<file path="config.mk">
export PLATFORM = sky130hd
export DESIGN_NAME = seg_latch_bank
export DESIGN_NICKNAME = d
export VERILOG_FILES = /design/src/rtl/seg_pkg.sv /design/src/rtl/blink_timer.sv /design/src/rtl/seg_latch_bank.sv
export SDC_FILE = /design/constraint.sdc
export NUM_CORES = 1
export LEC_CHECK = 0
export BUFFER_PORTS_ARGS = -buffer_cell sky130_fd_sc_hd__buf_2
export CORE_ASPECT_RATIO = 1.75
export CORE_MARGIN = 2
export CORE_UTILIZATION = 60
export CTS_CLUSTER_SIZE = 24
export DETAILED_ROUTE_END_ITERATION = 10
export MAX_ROUTING_LAYER = met4
export PLACE_DENSITY = 0.82
export SLEW_MARGIN = 40
export SYNTH_ARGS = -nofsm -noshare
export SYNTH_HDL_FRONTEND = slang
export SYNTH_HIERARCHICAL = 1
export SYNTH_SLANG_ARGS = --single-unit
</file>
<file path="constraint.sdc">
create_clock -name clk -period 6.25 [get_ports clk]
set_clock_uncertainty 0.15 [all_clocks]
set_input_delay 0.625 -clock clk [delete_from_list [all_inputs] [get_ports clk]]
set_output_delay 0.625 -clock clk [all_outputs]
set_load 0.02 [all_outputs]
</file>
<file path="src/rtl/seg_pkg.sv">
// Shared types and constants for the segment latch bank.
package seg_pkg;

    localparam int unsigned SEG_NUM_CH_DEF    = 32'd6;
    localparam int unsigned SEG_WIDTH_DEF     = 32'd7;
    localparam int unsigned SEG_BLINK_DIV_DEF = 32'd25_000_000;

    typedef enum logic {
        MODE_DIRECT   = 1'b0,
        MODE_BUFFERED = 1'b1
    } mode_e;

    // All-ones (blank, active-low segments) pattern of the given width.
    function automatic logic [63:0] SEG_BLANK(input int unsigned width);
        SEG_BLANK = (width >= 32'd64) ? {64{1'b1}} : ((64'd1 << width) - 64'd1);
    endfunction

endpackage

</file>
<file path="src/rtl/blink_timer.sv">
// Free-running blink divider: counts 0..BLINK_DIV-1 and toggles phase on each wrap.
module blink_timer
    import seg_pkg::*;
#(
    parameter int unsigned BLINK_DIV = SEG_BLINK_DIV_DEF
) (
    input  logic clk,
    input  logic reset,
    output logic phase
);

    localparam int unsigned    CW   = $clog2(BLINK_DIV);
    localparam logic [CW-1:0]  LAST = CW'(BLINK_DIV - 32'd1);

    logic [CW-1:0] cnt_q;
    logic [CW-1:0] cnt_d;
    logic          phase_q;
    logic          phase_d;

    // Next count and phase.
    always_comb begin
        cnt_d   = cnt_q;
        phase_d = phase_q;
        if (cnt_q == LAST) begin
            cnt_d   = {CW{1'b0}};
            phase_d = ~phase_q;
        end else begin
            cnt_d   = cnt_q + CW'(1);
            phase_d = phase_q;
        end
    end

    // Counter and phase registers.
    always_ff @(posedge clk) begin
        if (reset) begin
            cnt_q   <= {CW{1'b0}};
            phase_q <= 1'b0;
        end else begin
            cnt_q   <= cnt_d;
            phase_q <= phase_d;
        end
    end

    assign phase = phase_q;

endmodule

</file>
<file path="src/rtl/seg_latch_bank.sv">
// Double-buffered seven-segment latch bank with direct/buffered update and per-channel blink.
module seg_latch_bank
    import seg_pkg::*;
#(
    parameter  int unsigned NUM_CH    = SEG_NUM_CH_DEF,
    parameter  int unsigned WIDTH     = SEG_WIDTH_DEF,
    parameter  int unsigned BLINK_DIV = SEG_BLINK_DIV_DEF,
    localparam int unsigned AW        = (NUM_CH > 32'd1) ? $clog2(NUM_CH) : 32'd1
) (
    input  logic                           clk,
    input  logic                           reset,
    input  logic                           mode,
    input  logic                           wr_en,
    input  logic [AW-1:0]                  wr_addr,
    input  logic [WIDTH-1:0]               wr_data,
    input  logic                           commit,
    input  logic [NUM_CH-1:0]              blink_en,
    output logic [NUM_CH-1:0][WIDTH-1:0]   out,
    output logic                           pending
);

    localparam logic [WIDTH-1:0] BLANK    = WIDTH'(SEG_BLANK(WIDTH));
    localparam logic [AW:0]      NUM_CH_W = (AW + 1)'(NUM_CH);

    mode_e mode_s;
    logic  wr_ok_s;
    logic  phase_s;
    logic  pending_q;
    logic  pending_d;

    assign mode_s  = mode_e'(mode);
    // Non-power-of-two banks leave addresses that must be dropped entirely.
    assign wr_ok_s = wr_en && ({1'b0, wr_addr} < NUM_CH_W);

    // Pending flag: only meaningful in buffered mode, commit clears with priority.
    always_comb begin
        pending_d = pending_q;
        if (mode_s == MODE_DIRECT) begin
            pending_d = 1'b0;
        end else if (commit) begin
            pending_d = 1'b0;
        end else if (wr_ok_s) begin
            pending_d = 1'b1;
        end else begin
            pending_d = pending_q;
        end
    end

    // Pending register.
    always_ff @(posedge clk) begin
        if (reset) begin
            pending_q <= 1'b0;
        end else begin
            pending_q <= pending_d;
        end
    end

    assign pending = pending_q;

    blink_timer #(
        .BLINK_DIV (BLINK_DIV)
    ) u_blink (
        .clk   (clk),
        .reset (reset),
        .phase (phase_s)
    );

    for (genvar ch = 0; ch < NUM_CH; ch++) begin : g_ch
        logic             hit_s;
        logic [WIDTH-1:0] shadow_q;
        logic [WIDTH-1:0] shadow_d;
        logic [WIDTH-1:0] disp_q;
        logic [WIDTH-1:0] disp_d;

        assign hit_s = wr_ok_s && (wr_addr == AW'(ch));

        // Shadow/display next state; a write coinciding with commit is published too.
        always_comb begin
            shadow_d = shadow_q;
            disp_d   = disp_q;
            if (hit_s) begin
                shadow_d = wr_data;
            end else begin
                shadow_d = shadow_q;
            end
            if (mode_s == MODE_DIRECT) begin
                if (hit_s) begin
                    disp_d = wr_data;
                end else begin
                    disp_d = disp_q;
                end
            end else if (commit) begin
                disp_d = hit_s ? wr_data : shadow_q;
            end else begin
                disp_d = disp_q;
            end
        end

        // Per-channel storage.
        always_ff @(posedge clk) begin
            if (reset) begin
                shadow_q <= BLANK;
                disp_q   <= BLANK;
            end else begin
                shadow_q <= shadow_d;
                disp_q   <= disp_d;
            end
        end

        assign out[ch] = (blink_en[ch] && phase_s) ? BLANK : disp_q;
    end

endmodule

</file>
==> metrics.yaml, run 1 <==
worst_setup_path:
  cp-end-kind: "flip-flop"
  crit_buf_inv: 2
  critPathKind: "in -> reg"
  timing.rr.start: "u_blink/cnt_q[15]"
  crit_cells: 5
  max_stage_delay_ns: 0.63
  r2r_slack_ns: 3.87
  crit_path_max_fanout: 45
  cp-start-kind: "input port"
  crit_chain: "buf_2, nand2b_1, buf_4, a31o_2, a211o_1"
  endpoint: "g_ch[2].disp_q[0]"
  cp.arrival_ns: 2.62
  worstReg2RegEnd: "u_blink/cnt_q[16]"
  cp-startpoint: "mode"
  slowest_stage: "buf_2"
  worstPathRequired_ns: 6.35
  ff2ff_path_depth: 4
  critPathTopFamily: "buffers and inverters"
logic_synthesis:
  synth_xor_xnor_area_share: 0.0201
  synth.most_common_cell: "dfxtp_1"
  synth_compound_area_frac: 0.159
  synth-adder-area-share: 0.00240
  synthTopCellsByArea: "dfxtp_1, nand2_1, nand3_1"
  synth-main-ff-cell: "dfxtp_1"
  yosys_warnings: 6
  synth_largest_area_cell: "dfxtp_1"
  synth_cell_types: 44
  synthMuxAreaShare: 0.0115
  netlist_area_sq_um: 5220
  yosys.area.top_type_share: 0.426
  synth_top_family_by_area: "simple AND/OR/NAND/NOR gates"
  synth-seq-cells: 111
  synth-simple-area-share: 0.330
  synth_edf_count: 0
  synthTopCellsByCount: "dfxtp_1, nand2_1, nand3_1"
  yosysSeqAreaShare: 0.426
  synthArstFlopShare: 0
  syn_avg_cell_area_sq_um: 8.34
  synth_nets: 648
  synthCells: 626
final_layout:
  multiInputGateArea_sq_um: 2750
  layout.cells.non_filler: 769
  regArea_sq_um: 2220
  nets: 669
  fillers: 716
  drive_above_1_share: 0.163
  area_growth_pct: 11.3
  num_antenna_cells: 0
detailed_routing:
  first_pass_iters: 5
  drc_errors: 0
  routed_wl_um: 12600
  wl_per_cell_um: 16.4
  dr_total_vias: 4673
  drt_iter0_drc: 266
  via_per_inst: 6.08
  ant_nets: 0
place:
  globalplace.congestion: 0.848
  hpwl_um: 8220
  port_buffers: 63
  placed_cells: 752
  dp_worst_setup_slack_ns: 3.39
clock_network:
  clk_pin_slew_ns: 0.07
  clk_path_buf_depth: 2
  cts_made_buffers: 9
  cts-root-buf: "clkbuf_16"
  htree_levels: 3
  clock_latency_ns: 0.36
  postCtsResizedCells: 0
  cts_setup_buffers: 0
  cts_hold_buf: 0
  cts_tree: "done"
  numClockSinks: 111
global_routing:
  grt-ovfl-total: 0
  groute.usage.overall: 0.278
  grt_pass1_wl_um: 20000
  antenna_found_initial: 0
  grt_pass1_vias: 4306
  grt_max_degree: 68
power:
  power_leakage_nw: 2.25
  p_switching_w: 0.000393
  comb_power_share: 0.123
  finalPower_w: 0.00154
  swShare: 0.256
  seqPwrFrac: 0.491
  internal-power_w: 0.00114
  power_density_nw_per_um2: 264
  peakVddDrop_uv: 187
  clockPowerShare: 0.386
timing:
  relSlewSlack: 0.447
  worst_slack_ns: 3.73
  hold_violations: 0
  fin_crit_ns: 2.52
  grt_setup_unrepaired: "no"
  slew_viol_final: 0
  worstMarginPinSlew_ns: 0.829
  whs_ns: 0.289
  finalSetupTns_ns: 0
  fin_crit_sh: 0.403
  setup_violations: 0
  fmax_mhz: 397
job:
  maxCapViolCount: 0
hold_path:
  hold_depth: 2
  hold_path_class: "reg -> reg"
die:
  start_util: 0.610
  die_h_um: 127
  die_x_um: 74.5
  rows: 45
  core-area_sq_um: 8560
  die_area_sq_um: 9490
  io_pins: 64
outcome:
  status: "completed"
## how the worst min path moves through the flow
stage | end | start
6_report | g_ch[5].shadow_q[6] | g_ch[5].shadow_q[6]
5_1_grt | g_ch[5].shadow_q[6] | g_ch[5].shadow_q[6]
4_1_cts | g_ch[5].shadow_q[6] | g_ch[5].shadow_q[6]
3_5_place_dp | g_ch[5].shadow_q[6] | g_ch[5].shadow_q[6]
3_3_place_gp | g_ch[5].shadow_q[6] | g_ch[5].shadow_q[6]
2_1_floorplan | g_ch[5].shadow_q[6] | g_ch[5].shadow_q[6]
## cells in the final DEF (no fill, tap or decap), drive strengths merged
| master | synthesis | routed |
|---|---|---|
| nand4 | 4 | 4 |
| nand4bb | 3 | 3 |
| o21a | 4 | 4 |
| a221o | 6 | 6 |
| and4 | 1 | 1 |
| clkinv | 0 | 3 |
| mux2i | 6 | 6 |
| and3 | 7 | 7 |
| a31oi | 30 | 30 |
| a211o | 6 | 6 |
| or4 | 10 | 10 |
| nand2b | 43 | 43 |
| a31o | 6 | 6 |
| nor4b | 1 | 1 |
| o21bai | 1 | 1 |
| xnor2 | 9 | 9 |
| o21ai | 14 | 14 |
| nand2 | 96 | 96 |
| or4b | 3 | 3 |
| and4b | 2 | 2 |
| nand4b | 3 | 3 |
| inv | 6 | 6 |
| bufinv | 0 | 1 |
| xor2 | 3 | 3 |
| and2 | 1 | 1 |
| clkinvlp | 0 | 1 |
| and4bb | 3 | 3 |
| a21oi | 19 | 19 |
| dfxtp | 111 | 111 |
| clkbuf | 43 | 11 |
| nor2 | 17 | 17 |
| ha | 1 | 1 |
| o211ai | 30 | 30 |
| buf | 16 | 69 |
| o31ai | 5 | 5 |
| or3 | 7 | 7 |
| nand3 | 68 | 68 |
| nand3b | 36 | 36 |
| nor3 | 5 | 5 |
## area by class of cell
| type | instances | area share |
|---|---|---|
| Multi-Input combinational cell | 450 | 0.473 |
| Clock inverter | 5 | 0.00969 |
| Clock buffer | 11 | 0.0435 |
| Sequential cell | 111 | 0.383 |
| Tap cell | 117 | 0.0252 |
| Inverter | 6 | 0.00388 |
| Timing Repair Buffer | 69 | 0.0620 |
## metal layers
layer,wire (um),share of wire,up-vias,GRT usage
li1,-,-,2287,-
met1,4890,0.39,2206,0.312
met2,6750,0.54,161,0.471
met3,640,0.051,19,0.0339
met4,315,0.025,0,0.143
met5,0,0,-,-
## logic make-up (layout without fill, tap and decap cells)
| kind of cell | count (synthesis) | count (layout) |
|---|---|---|
| buffers and inverters | 65 | 91 |
| adders and majority gates | 1 | 1 |
| xor gates and xnor gates | 12 | 12 |
| muxes | 6 | 6 |
| AOI/OAI and AO/OA | 121 | 121 |
| DFF | 111 | 111 |
| and+or+nand+nor | 310 | 310 |
## worst register-to-register path, delay by kind of cell (launching register included)
family	cells	cell delay (ns)
flops	1	0.36
compound gates	1	0.54
simple gates	3	1.20
## power groups by stage
stage	clock, W	sequential (W)	combinational [W]
floorplan	0	0.000765	0.000140
global placement	0	0.000770	0.000181
detailed placement	0	0.000771	0.000187
CTS	0.000593	0.000754	0.000188
global route	0.000625	0.000758	0.000207
finish	0.000593	0.000755	0.000189
## flip-flops by register name, summed over array words and instances, names as in the netlist
signal and count:
g_ch.shadow_q 42, u_blink/cnt_q 25, u_blink/phase 1, pending 1, g_ch.disp_q 42
## through the flow
step                      area (sq um)  utilization
after floorplan                   5220            -
after global placement            5480        0.640
after CTS                         5790        0.677
after detailed placement          5480        0.641
after global routing              5810        0.679
final                             5810        0.679
Power figures use the tool's default switching activity.
==> run 2, diff against run 1 <==
--- a/config.mk
+++ b/config.mk
@@ -8,11 +8,11 @@
 export BUFFER_PORTS_ARGS = -buffer_cell sky130_fd_sc_hd__buf_2
 export CORE_ASPECT_RATIO = 1.75
 export CORE_MARGIN = 2
-export CORE_UTILIZATION = 60
+export CORE_UTILIZATION = 58
 export CTS_CLUSTER_SIZE = 24
 export DETAILED_ROUTE_END_ITERATION = 10
 export MAX_ROUTING_LAYER = met4
-export PLACE_DENSITY = 0.82
+export PLACE_DENSITY = 0.8
 export SLEW_MARGIN = 40
 export SYNTH_ARGS = -nofsm -noshare
 export SYNTH_HDL_FRONTEND = slang
==> constraint.sdc (replaced) <==
create_clock -name clk -period 2.6 [get_ports clk]
set_clock_uncertainty 0.15 [all_clocks]
set_input_delay 0.26 -clock clk [delete_from_list [all_inputs] [get_ports clk]]
set_output_delay 0.26 -clock clk [all_outputs]
set_load 0.02 [all_outputs]
==> run 2 against run 1 <==
Net effect:
- die area grew 3.3%
- hold slack lost 0.13 ns
- combinational power grew 140%
- largest cell class unchanged
- highest routed layer unchanged
==> metrics.yaml, run 2 (synthesized netlist as in run 1, its figures left out) <==
final_layout:
  regArea_sq_um: 2220  # unchanged
  nets: 679  # +1.5%
  largestRegisters: "g_ch.disp_q x42, g_ch.shadow_q x42, u_blink/cnt_q x25"
  area_growth_pct: 13.2
  final_cell_mix: "dfxtp_1, nand2_1, nand3_1"
  layout.cells.most_common: "dfxtp_1"
  final_core_util: 0.677  # -0.00167
  drive_above_1_share: 0.171  # +0.00812
  multiInputGateArea_sq_um: 2730  # -0.64%
  fillers: 682  # -4.7%
power:
  comb_power_share: 0.120  # -0.003
  clockPowerShare: 0.409  # +0.023
  internal-power_w: 0.00292  # +160%
  power_leakage_nw: 2.30  # +2.6%
  peakVddDrop_uv: 436  # +130%
  power_density_nw_per_um2: 651  # +150%
  swShare: 0.241  # -0.0153
  p_switching_w: 0.000926  # +140%
  seqPwrFrac: 0.471  # -0.020
worst_setup_path:
  crit_buf_inv: 0  # -2
  crit_path_max_fanout: 7  # -84%
  max_stage_delay_ns: 0.67  # +0.04 ns
  worstPathRequired_ns: 2.73  # -3.62 ns
  cp-end-kind: "flip-flop"
  cp-start-kind: "flip-flop"
  cp.arrival_ns: 2.51  # -0.11 ns
  critPathKind: "reg -> reg"
  crit_chain: "ha_1, nand2_1, or4_1, or4_4, a21oi_2"
  ff2ff_path_depth: 5  # +1
  critPathTopFamily: "simple AND/OR/NAND/NOR gates"
  slowest_stage: "or4_1"
  crit_cells: 5  # unchanged
place:
  port_buffers: 63  # unchanged
  globalplace.congestion: 0.882  # +4.0%
  hpwl_um: 8630  # +5.0%
clock_network:
  cts_made_buffers: 9  # unchanged
  htree_levels: 3  # unchanged
  clk_path_buf_depth: 2  # unchanged
  cts-root-buf: "clkbuf_16"
  clock_latency_ns: 0.35  # about the same
  numClockSinks: 111  # unchanged
  clk_pin_slew_ns: 0.07  # about the same
  cts_tree: "done"
detailed_routing:
  via_per_inst: 5.99  # -1.4%
  ant_nets: 0  # unchanged
  first_pass_iters: 4  # -1
  routed_wl_um: 12700  # +0.52%
  wl_per_cell_um: 16.2  # -0.89%
  dr_total_vias: 4673  # unchanged
  drt_iter0_drc: 214  # -20%
  drc_errors: 0  # unchanged
timing:
  fin_crit_ns: 2.38
  grt_setup_unrepaired: "no"
  setup_violations: 0  # unchanged
  fmax_mhz: 420
  worstMarginPinSlew_ns: 0.591  # -0.238 ns
  finalSetupTns_ns: 0  # unchanged
  relSlewSlack: 0.604  # +0.156
  hold_violations: 0  # unchanged
  fin_crit_sh: 0.915
  slew_viol_final: 0  # unchanged
outcome:
  status: "completed"
global_routing:
  grt_pass1_wl_um: 20700  # +3.8%
  grt-ovfl-total: 0  # unchanged
  groute.usage.overall: 0.280  # +0.00232
  antenna_found_initial: 1  # +1
  grt_pass1_vias: 4462  # +3.6%
  grt_max_degree: 44  # -35%
die:
  die_area_sq_um: 9800  # +3.3%
  io_pins: 64  # unchanged
  die_h_um: 129  # +1.7%
  rows: 45  # unchanged
  die_x_um: 75.7  # +1.6%
  start_util: 0.598  # -0.0118
  core-area_sq_um: 8730  # +2.0%
job:
  maxCapViolCount: 0  # unchanged
hold_path:
  hold_depth: 3  # +1
  hold_path_class: "in -> reg"
run 2: changes by cell type in the layout (fill, tap and decap cells not counted), sizes merged:
cell / delta
buf: +9
bufinv: +2
clkbuf: -1
clkinv: -1
diode: +1
dlygate4sd3: +1
run 2: routing by layer:
metal | vias to the layer above | part of all wire | global-route usage | wire (um)
li1 | 2299 | - | - | -
met4 | 0 | 0.031 | 0.115 | 388
met3 | 28 | 0.043 | 0.0544 | 543
met1 | 2218 | 0.39 | 0.299 | 4950
met5 | - | 0 | - | 0
met2 | 128 | 0.54 | 0.491 | 6780
run 2: final timing paths:
check	endpoint	start	slack (ns)
worst max-delay path	u_blink/cnt_q[22]	u_blink/cnt_q[0]	0.22
worst min-delay path	g_ch[3].shadow_q[1]	wr_data[1]	0.16
worst max register to register	u_blink/cnt_q[22]	u_blink/cnt_q[0]	0.22
worst min register to register	g_ch[5].shadow_q[6]	g_ch[5].shadow_q[6]	0.29
run 2: worst min-delay path, stage by stage:
cell and delay [ns]:
buf_2 0.18, nand2_1 0.08, nand3b_1 0.07
run 2: cell type report:
cell class / count / share of cell area
Inverter: 6 / 0.00381
Sequential cell: 111 / 0.376
Tap cell: 117 / 0.0248
Clock inverter: 6 / 0.0182
Clock buffer: 10 / 0.0404
Antenna cell: 1 / 0.000423
Multi-Input combinational cell: 450 / 0.462
Timing Repair Buffer: 79 / 0.0741
run 2: timing repair:
action | 4_1_cts | 5_1_grt
hold buffers | 1 | 0
gates resized for setup | 0 | 0
setup buffers | 0 | 0
endpoints found under the hold margin | 1 | 0
run 2: power by group through the flow:
stage / logic [W] / registers (W) / clock network, W
3_3_place_gp: 0.000446 / 0.00185 / 0
3_5_place_dp: 0.000457 / 0.00185 / 0
6_report: 0.000460 / 0.00181 / 0.00157
5_1_grt: 0.000505 / 0.00182 / 0.00166
4_1_cts: 0.000460 / 0.00181 / 0.00159
2_1_floorplan: 0.000336 / 0.00184 / 0
run 2: stage by stage:
stage / worst slack, ns / instance area [sq um] / cells / power [W] / hold WS, ns
final: 0.220 / 5910 / 780 / 0.00385 / 0.155
after global routing: 0.151 / 5910 / 780 / 0.00399 / 0.156
after CTS: 0.237 / 5910 / 779 / 0.00387 / 0.141
after detailed placement: 0.267 / 5550 / 762 / 0.00231 / 0.286
after global placement: 0.354 / 5550 / 762 / 0.00229 / 0.277
after floorplan: 0.435 / 5220 / 626 / 0.00217 / 0.179
